[config.mk]
export PLATFORM = sky130hd
export DESIGN_NAME = aes_run_ctrl
export DESIGN_NICKNAME = d
export VERILOG_FILES = /design/src/rtl/aes_run_ctrl.sv
export SDC_FILE = /design/constraint.sdc
export NUM_CORES = 1
export LEC_CHECK = 0
export ABC_AREA = 1
export CAP_MARGIN = 25
export CORE_ASPECT_RATIO = 0.8
export CORE_UTILIZATION = 55
export CTS_BUF_LIST = sky130_fd_sc_hd__clkbuf_2 sky130_fd_sc_hd__clkbuf_4 sky130_fd_sc_hd__clkbuf_8
export DETAILED_ROUTE_END_ITERATION = 16
export PLACE_DENSITY = 0.86
export SYNTH_ARGS = -nofsm -noshare
export SYNTH_HDL_FRONTEND = slang
export SYNTH_SLANG_ARGS = --single-unit
[constraint.sdc]
create_clock -name clk -period 4.45 [get_ports clk]
set_input_delay 0.6675 -clock clk [delete_from_list [all_inputs] [get_ports clk]]
set_output_delay 0.6675 -clock clk [all_outputs]
set_load 0.01 [all_outputs]
[src/rtl/aes_run_ctrl.sv]
// aes_run_ctrl: launches AES channel engines and aggregates their done/pass results
module aes_run_ctrl #(
    parameter int NUM_CH     = 6,
    parameter int SEQUENTIAL = 0,
    parameter int TIMEOUT    = 1024,
    parameter int CNT_W      = 32
) (
    input  logic                         clk,
    input  logic                         reset,
    input  logic                         start,
    input  logic [NUM_CH-1:0]            ch_en,
    output logic [NUM_CH-1:0]            ch_start,
    input  logic [NUM_CH-1:0]            ch_done,
    input  logic [NUM_CH-1:0]            ch_pass,
    output logic                         busy,
    output logic                         done,
    output logic                         pass,
    output logic                         timeout,
    output logic [NUM_CH-1:0]            fail_mask,
    output logic [$clog2(NUM_CH+1)-1:0]  done_count,
    output logic [CNT_W-1:0]             cycle_count
);
    localparam int PW  = NUM_CH > 1 ? $clog2(NUM_CH) : 1;
    localparam int DCW = $clog2(NUM_CH+1);
    localparam int WDW = TIMEOUT > 1 ? $clog2(TIMEOUT+1) : 1;
    typedef enum logic [1:0] {IDLE, LAUNCH, WAIT} state_t;
    state_t state, state_d;
    logic [NUM_CH-1:0] en_q, completed_q, launched_q, remaining, new_done, comp_nxt, fail_nxt;
    logic [PW-1:0] ptr, ptr_q;
    logic [DCW-1:0] new_cnt;
    logic [WDW-1:0] wd;
    logic finish, next_launch, expire;
    // completion bookkeeping, next sequential channel and watchdog decision
    always_comb begin
        remaining = en_q & ~launched_q;
        ptr = '0;
        for (int i = NUM_CH - 1; i >= 0; i--)
            if (remaining[i]) ptr = PW'(i);
        new_done = state == WAIT ? ch_done & en_q & ~completed_q & launched_q : '0;
        comp_nxt = completed_q | new_done;
        new_cnt = '0;
        for (int i = 0; i < NUM_CH; i++)
            new_cnt = new_cnt + DCW'(new_done[i]);
        finish = state == WAIT && comp_nxt == en_q;
        next_launch = SEQUENTIAL != 0 && state == WAIT && comp_nxt[ptr_q] && remaining != '0;
        expire = state == WAIT && !finish && !next_launch && TIMEOUT != 0 && int'(wd) + 1 == TIMEOUT;
        fail_nxt = fail_mask | (new_done & ~ch_pass) | (expire ? en_q & ~comp_nxt : '0);
        ch_start = state == LAUNCH ? (SEQUENTIAL != 0 ? NUM_CH'(1) << ptr : en_q) : '0;
        busy = state != IDLE;
    end
    // next-state logic
    always_comb begin
        state_d = state;
        if (state == IDLE)
            state_d = start && ch_en != '0 ? LAUNCH : IDLE;
        else if (state == LAUNCH)
            state_d = WAIT;
        else
            state_d = finish || expire ? IDLE : next_launch ? LAUNCH : WAIT;
    end
    // state, run context and result registers
    always_ff @(posedge clk or posedge reset) begin
        if (reset) begin
            state       <= IDLE;
            en_q        <= '0;
            completed_q <= '0;
            launched_q  <= '0;
            ptr_q       <= '0;
            wd          <= '0;
            done        <= 1'b0;
            pass        <= 1'b0;
            timeout     <= 1'b0;
            fail_mask   <= '0;
            done_count  <= '0;
            cycle_count <= '0;
        end else begin
            state <= state_d;
            if (state != IDLE)
                cycle_count <= cycle_count + CNT_W'(!(&cycle_count));
            if (state == IDLE) begin
                if (start) begin
                    en_q        <= ch_en;
                    completed_q <= '0;
                    launched_q  <= '0;
                    done        <= ch_en == '0;
                    pass        <= ch_en == '0;
                    timeout     <= 1'b0;
                    fail_mask   <= '0;
                    done_count  <= '0;
                    cycle_count <= '0;
                end
            end else if (state == LAUNCH) begin
                launched_q <= launched_q | ch_start;
                ptr_q      <= ptr;
                wd         <= '0;
            end else begin
                completed_q <= comp_nxt;
                done_count  <= done_count + new_cnt;
                fail_mask   <= fail_nxt;
                wd          <= wd + 1'b1;
                if (finish || expire) begin
                    done    <= 1'b1;
                    pass    <= fail_nxt == '0 && !expire;
                    timeout <= expire;
                end
            end
        end
    end
endmodule
==> Yosys cells after proc, flatten, opt, wreduce, memory -nomap -nowiden <==
Index checks and enable logic that the tools add are counted.
{ "totals": {"out_inout_bits": 51, "in_bits": 21, "ff_bits": 75, "wordCells": 91} }
{ "op_classes": {"eq_ne": 6, "add_sub_neg": 9, "bitwise": 12, "n_reduce_logical": 21, "n_mux": 32} }
{ "ops": {"columns": ["operator", "count"], "rows": [
  ["2-to-1 mux 32 bit", 3],
  ["2-to-1 mux 6 bit", 10],
  ["adder 32 x 1 -> 32 bit", 1],
  ["AND reduction 32 bit", 1],
  ["bitwise AND 6 bit", 5],
  ["OR 6 bit", 4],
  ["inverter 6 bit", 3],
  ["adder 11 x 1 -> 12 bit, second input constant", 1],
  ["== test 12 x 11 -> 1 bit, second input constant", 1],
  ["logical NOT 6 bit", 2],
  ["2-to-1 mux 1 bit", 12],
  ["adder 11 x 1 -> 11 bit, second input constant", 1],
  ["2-to-1 mux 11 bit", 1],
  ["adder 3 x 1 -> 3 bit", 3],
  ["2-to-1 mux 3 bit", 3],
  ["== test 6 bit", 1],
  ["2-to-1 mux 2 bit", 3],
  ["AND reduction 2 bit", 3],
  ["nonzero test 2 bit", 3],
  ["nonzero test 6 bit", 1],
  ["logical AND 1 bit", 5],
  ["adder 2 x 1 -> 3 bit", 1],
  ["adder 3 bit", 1],
  ["logical NOT 1 bit", 3],
  ["other kinds (8)", 8]
]} }

==> Logic depth before layout (Yosys ltp) <==
{ "logic_depth": {"depth_word": 17, "mapped_depth": 16} }

==> Least setup slack after synthesis <==
Ideal clock, no wire load.
{ "synth_timing": {"path_type": "in2reg", "start": "in ch_done[0]", "end": "reg done_count[2]", "setup_slack_ps": 1207, "stages": 12, "required_ps": 4387, "arrival_time_ps": 3180, "setup_time_ps": 63, "n_path_buf": 0, "path_cell_list": "nor3b_1 -> nand2_1 -> inv_1 -> fa_1 -> inv_1 -> fa_1 -> fa_1 -> fa_1 -> xnor2_1 -> nand2_1 -> mux2_2 -> inv_1"} }
{ "synth_between": {"elab_chain_cells": 12} }
{ "synth_lines": {"columns": ["item", "line_no", "text"], "rows": [
  ["start: declaration", "13", "input logic [NUM_CH-1:0] ch_done,"],
  ["bitwise AND 6 bit (3 in a row)", "39", "new_done = state == WAIT ? ch_done & en_q & ~completed_q & launched_q : '0;"],
  ["2-to-1 mux 6 bit", "39", null],
  ["adder 1 x 1 -> 2 bit", "43", "new_cnt = new_cnt + DCW'(new_done[i]);"],
  ["adder 2 x 1 -> 3 bit", "43", null],
  ["adder 3 x 1 -> 3 bit (3 in a row)", "43", null],
  ["adder 3 bit", "98", "done_count <= done_count + new_cnt;"],
  ["2-to-1 mux 3 bit", "92", "end else if (state == LAUNCH) begin"],
  ["2-to-1 mux 3 bit", "80", "if (state == IDLE) begin"],
  ["end signal: assignment", "98", null],
  ["end: declaration", "20", "output logic [$clog2(NUM_CH+1)-1:0] done_count,"]
]} }
Every way passes these cells. The select of a mux whose other input is x is not followed.
A chain may end at the register's enable or synchronous reset.

==> Worst setup path after layout <==
Ends and elaborated chain as after synthesis.

==> results.md <==
- The run finished with clean final reports.
- The multi-input combinational cells in the finished layout cover a total of 0.002002 mm2.
- The min-delay analysis places its worst path in the category reg -> reg.
- Summed over all cells, the static leakage comes to roughly 2.4 nW.
- Yosys printed 0 warnings.
- The remaining max-slew budget at the tightest pin is about two fifths.
- At the worst endpoint, the required time is ~4.7 ns.
- The clock-pin slew on the worst setup and hold paths is ~0.080 ns.
- Derived from the worst setup path, the maximum achievable clock frequency is 0.2813 GHz.
- The placer congestion estimate is around 0.89.
- For this block, the initial DRC count from the detailed router was approximately 290.
- Setup repair after global routing left no endpoint under its margin.
- The number of placed I/O pins is 72.
- The largest net degree at the start of global routing is between 40 and 50.
- The number of standard-cell rows in the floorplan is 28.
- The clock tree from TritonCTS is done.
- After detailed routing, the number of vias per cell comes to between 5 and 6.
- At the worst endpoint, the arrival time is 3.85 ns.
- Input and output buffers added on the ports amount to 71.
- The portion of the clock cycle consumed by the worst path in the final layout is between 70% and 80%.
- Synthesis produced a netlist whose cell count is between 500 and 600.
- The HPWL after detailed placement is 8.001 mm.
- STA classifies the critical path startpoint as a primary input.
- The library cell used most frequently in the layout, excluding fill and tap cells, is nand2_1.
- The sequential cell area is between 0.0015 and 0.002 mm2.
- The number of global-route vias before repair is 3,781.
- The post-cts repair resize count is 0.
- The tightest hold path in the finished design has a slack of around 0.49 ns.
- The first global-routing pass estimated roughly 18 mm of wire.
- The H-tree level count is 3.
- The final global-route overflow total is 0.
- The average cell area after synthesis is between 7 and 8 um2.
- Leaving out fill and tap cells, the most frequent cells in the layout are nand2_1 (114), inv_1 (92), dfrtp_1 (75).
- The number of synthesized register bits is between 70 and 80.
- The transition time at the pin with the least slew margin is 0.8934 ns.
- The number of fill cells is roughly 570.
- The fraction of final layout cells with drive strength greater than 1 is slightly below 9%.
- The netlist uses 40 different library cells.
- The floorplan step defined a core boundary enclosing between 0.007 and 0.008 mm2.
- The die is 80.98 um tall.
- The clock network latency to the later pin of the worst-skew pair is about 0.35 ns.
- The tree is rooted in a clkbuf_8.
- The number of maximum-capacitance constraint violations is 0.
- The clock period could shrink to roughly 3.6 ns.
- The clock skew is ~0.0065 ns.
- The critical path in this run is classified as in -> reg.
- The finished cells cover 0.005344 mm2.
- For this configuration, the core starts out at a cell density of about 57%.
- After detailed routing, the average wire length per cell comes to 14.83 um.
- The largest voltage drop on the vdd net is ~310 uV.
- The count of nets left with antenna violations once routing finished came out at 0.
- Relative to the synthesized area, the layout overhead comes to 24.63%.
- Along the worst path, the maximum fanout reaches 2.
- The number of endpoints with negative hold slack in the final report came to 0.
- No sink is reached through more buffers than the 2 on the longest clock path.
- Counting every net in the synthesized netlist gives 582.
- For this block, the routed nets add up to approximately 11 mm of wire.
- The sort of element at the end of the critical path is a register.
- The CTS sink count is between 70 and 80.
- After detailed placement, the total cell area comes to slightly above 0.005 mm2.
- The die covers slightly above 0.008 mm2.
- The antenna diode instance count is 0.
- The number of antenna violations at the first check in global routing is 0.
- The power density normalized to cell area is between 400 and 500 mW/mm2.
- The final-report setup violation count is 0.
- In this run the post-CTS setup repair buffer count came out at 0.
- The post-synth design cell area is 0.004288 mm2.
- The count of final max-slew check failures was 0.
- The sequential share of the synthesized area is a little over two fifths.
- The net total in the final layout is about 660.
- For this block, the via count after detailed routing is ~4,000.
- The die is between 100 and 150 um wide.
- The number of iterations in the first detailed-routing pass is 5.
- After detailed routing, the number of remaining DRC violations is 0.
- The number of hold buffers added after CTS is 0.
- For the final routed database, the setup TNS stands at 0 ns.
- Overall power consumption after layout is estimated at 2.658 mW.
- The aggregate global-route resource usage is between 20% and 30%.
- The number of clock buffers inserted by TritonCTS is 9.
==> path summary, 6_finish.rpt <==
path | cells past startpoint | to | slack, ns | startpoint
worst max-delay path | 13 | done_count[2]$_DFFE_PP0P_ | 0.90 | ch_done[0]
worst max register to register | 13 | done_count[2]$_DFFE_PP0P_ | 1.00 | state[1]$_DFF_PP0_
max in group asynchronous | 3 | pass$_DFFE_PP0P_ | 2.66 | reset
worst min register to register | 1 | cycle_count[31]$_DFF_PP0_ | 0.49 | cycle_count[31]$_DFF_PP0_
worst min-delay path | 1 | cycle_count[31]$_DFF_PP0_ | 0.49 | cycle_count[31]$_DFF_PP0_
min in group asynchronous | 2 | cycle_count[15]$_DFF_PP0_ | 0.82 | reset
==> cells by family after synthesis <==
| family | share of synthesized area (%) |
|---|---|
| and+or+nand+nor | 28.13 |
| DFF | 43.77 |
| AOI/OAI and AO/OA | 12.05 |
| adders and majority gates | 5.077 |
| buffers and inverters | 9.542 |
| muxes | 1.226 |
| xor gates and xnor gates | 0.2043 |
==> cell usage after synthesis (all sizes together) <==
cell      n  share of area, %
nand2   120                11
mux2i     3              0.70
nor2     54               6.2
buf       5              0.61
a21oi    12               1.4
dfrtp    75                44
nor3     14               2.0
nand4     9               1.3
o21ai    55               6.4
a211oi    3              0.53
o21a      1              0.18
xnor2     1              0.20
o22ai    11               1.6
a22oi     2              0.35
fa        4               1.9
mux2      2              0.53
o211ai    2              0.67
nor4b     1              0.20
ha       11               3.2
clkbuf    6              0.53
or2       1              0.15
nand3    46               6.2
nor4      4              0.73
o21bai    1              0.18
inv      96               8.4
nor3b     2              0.35
a31oi     5              0.73
==> per-stage QoR <==
| stage | utilization [%] | setup WS [ns] | std cells |
|---|---|---|---|
| finish | 71.61 | 0.8950 | 731 |
| global route | 71.61 | 0.7298 | 731 |
| CTS | 71.61 | 0.8856 | 731 |
| detailed placement | 68.76 | 0.5317 | 715 |
| global placement | 68.39 | 0.6851 | 714 |
| floorplan | - | 1.207 | 546 |
==> flip-flops by register name, summed over array words and instances (netlist names) <==
name / flops
launched_q: 6
pass: 1
fail_mask: 6
wd: 11
timeout: 1
done: 1
completed_q: 6
en_q: 6
state: 2
done_count: 3
cycle_count: 32
==> report_power, final <==
part	total [mW]	switching, mW	internal [mW]
Combinational	1.07	0.637	0.432
Clock	0.563	0.260	0.304
Sequential	1.03	0.182	0.844
Total	2.66	1.08	1.58
==> layout make-up <==
class | count | area share [%]
Multi-Input combinational cell | 364 | 37.46
Clock inverter | 3 | 0.8663
Sequential cell | 75 | 35.12
Inverter | 96 | 6.743
Clock buffer | 13 | 3.114
Tap cell | 105 | 2.458
Timing Repair Buffer | 75 | 14.24
==> worst max-delay path: stages <==
cell and delay (ns):
clkdlybuf4s50_1 0.44, nor3b_1 0.22, nand2_1 0.11, inv_1 0.11
fa_1 0.42, inv_1 0.08, fa_1 0.42, fa_1 0.39
fa_1 0.39, xnor2_1 0.13, nand2_1 0.07, mux2_2 0.33
inv_1 0.07
==> per-layer routing <==
layer,wire length (um),vias up,global-route usage (%)
met5,0,-,0
met4,110,0,7.681
met3,832,16,6.971
met2,4878,179,43.97
met1,5019,1865,40.15
li1,-,1924,-
No activity file was read; power rests on OpenSTA's default activity.
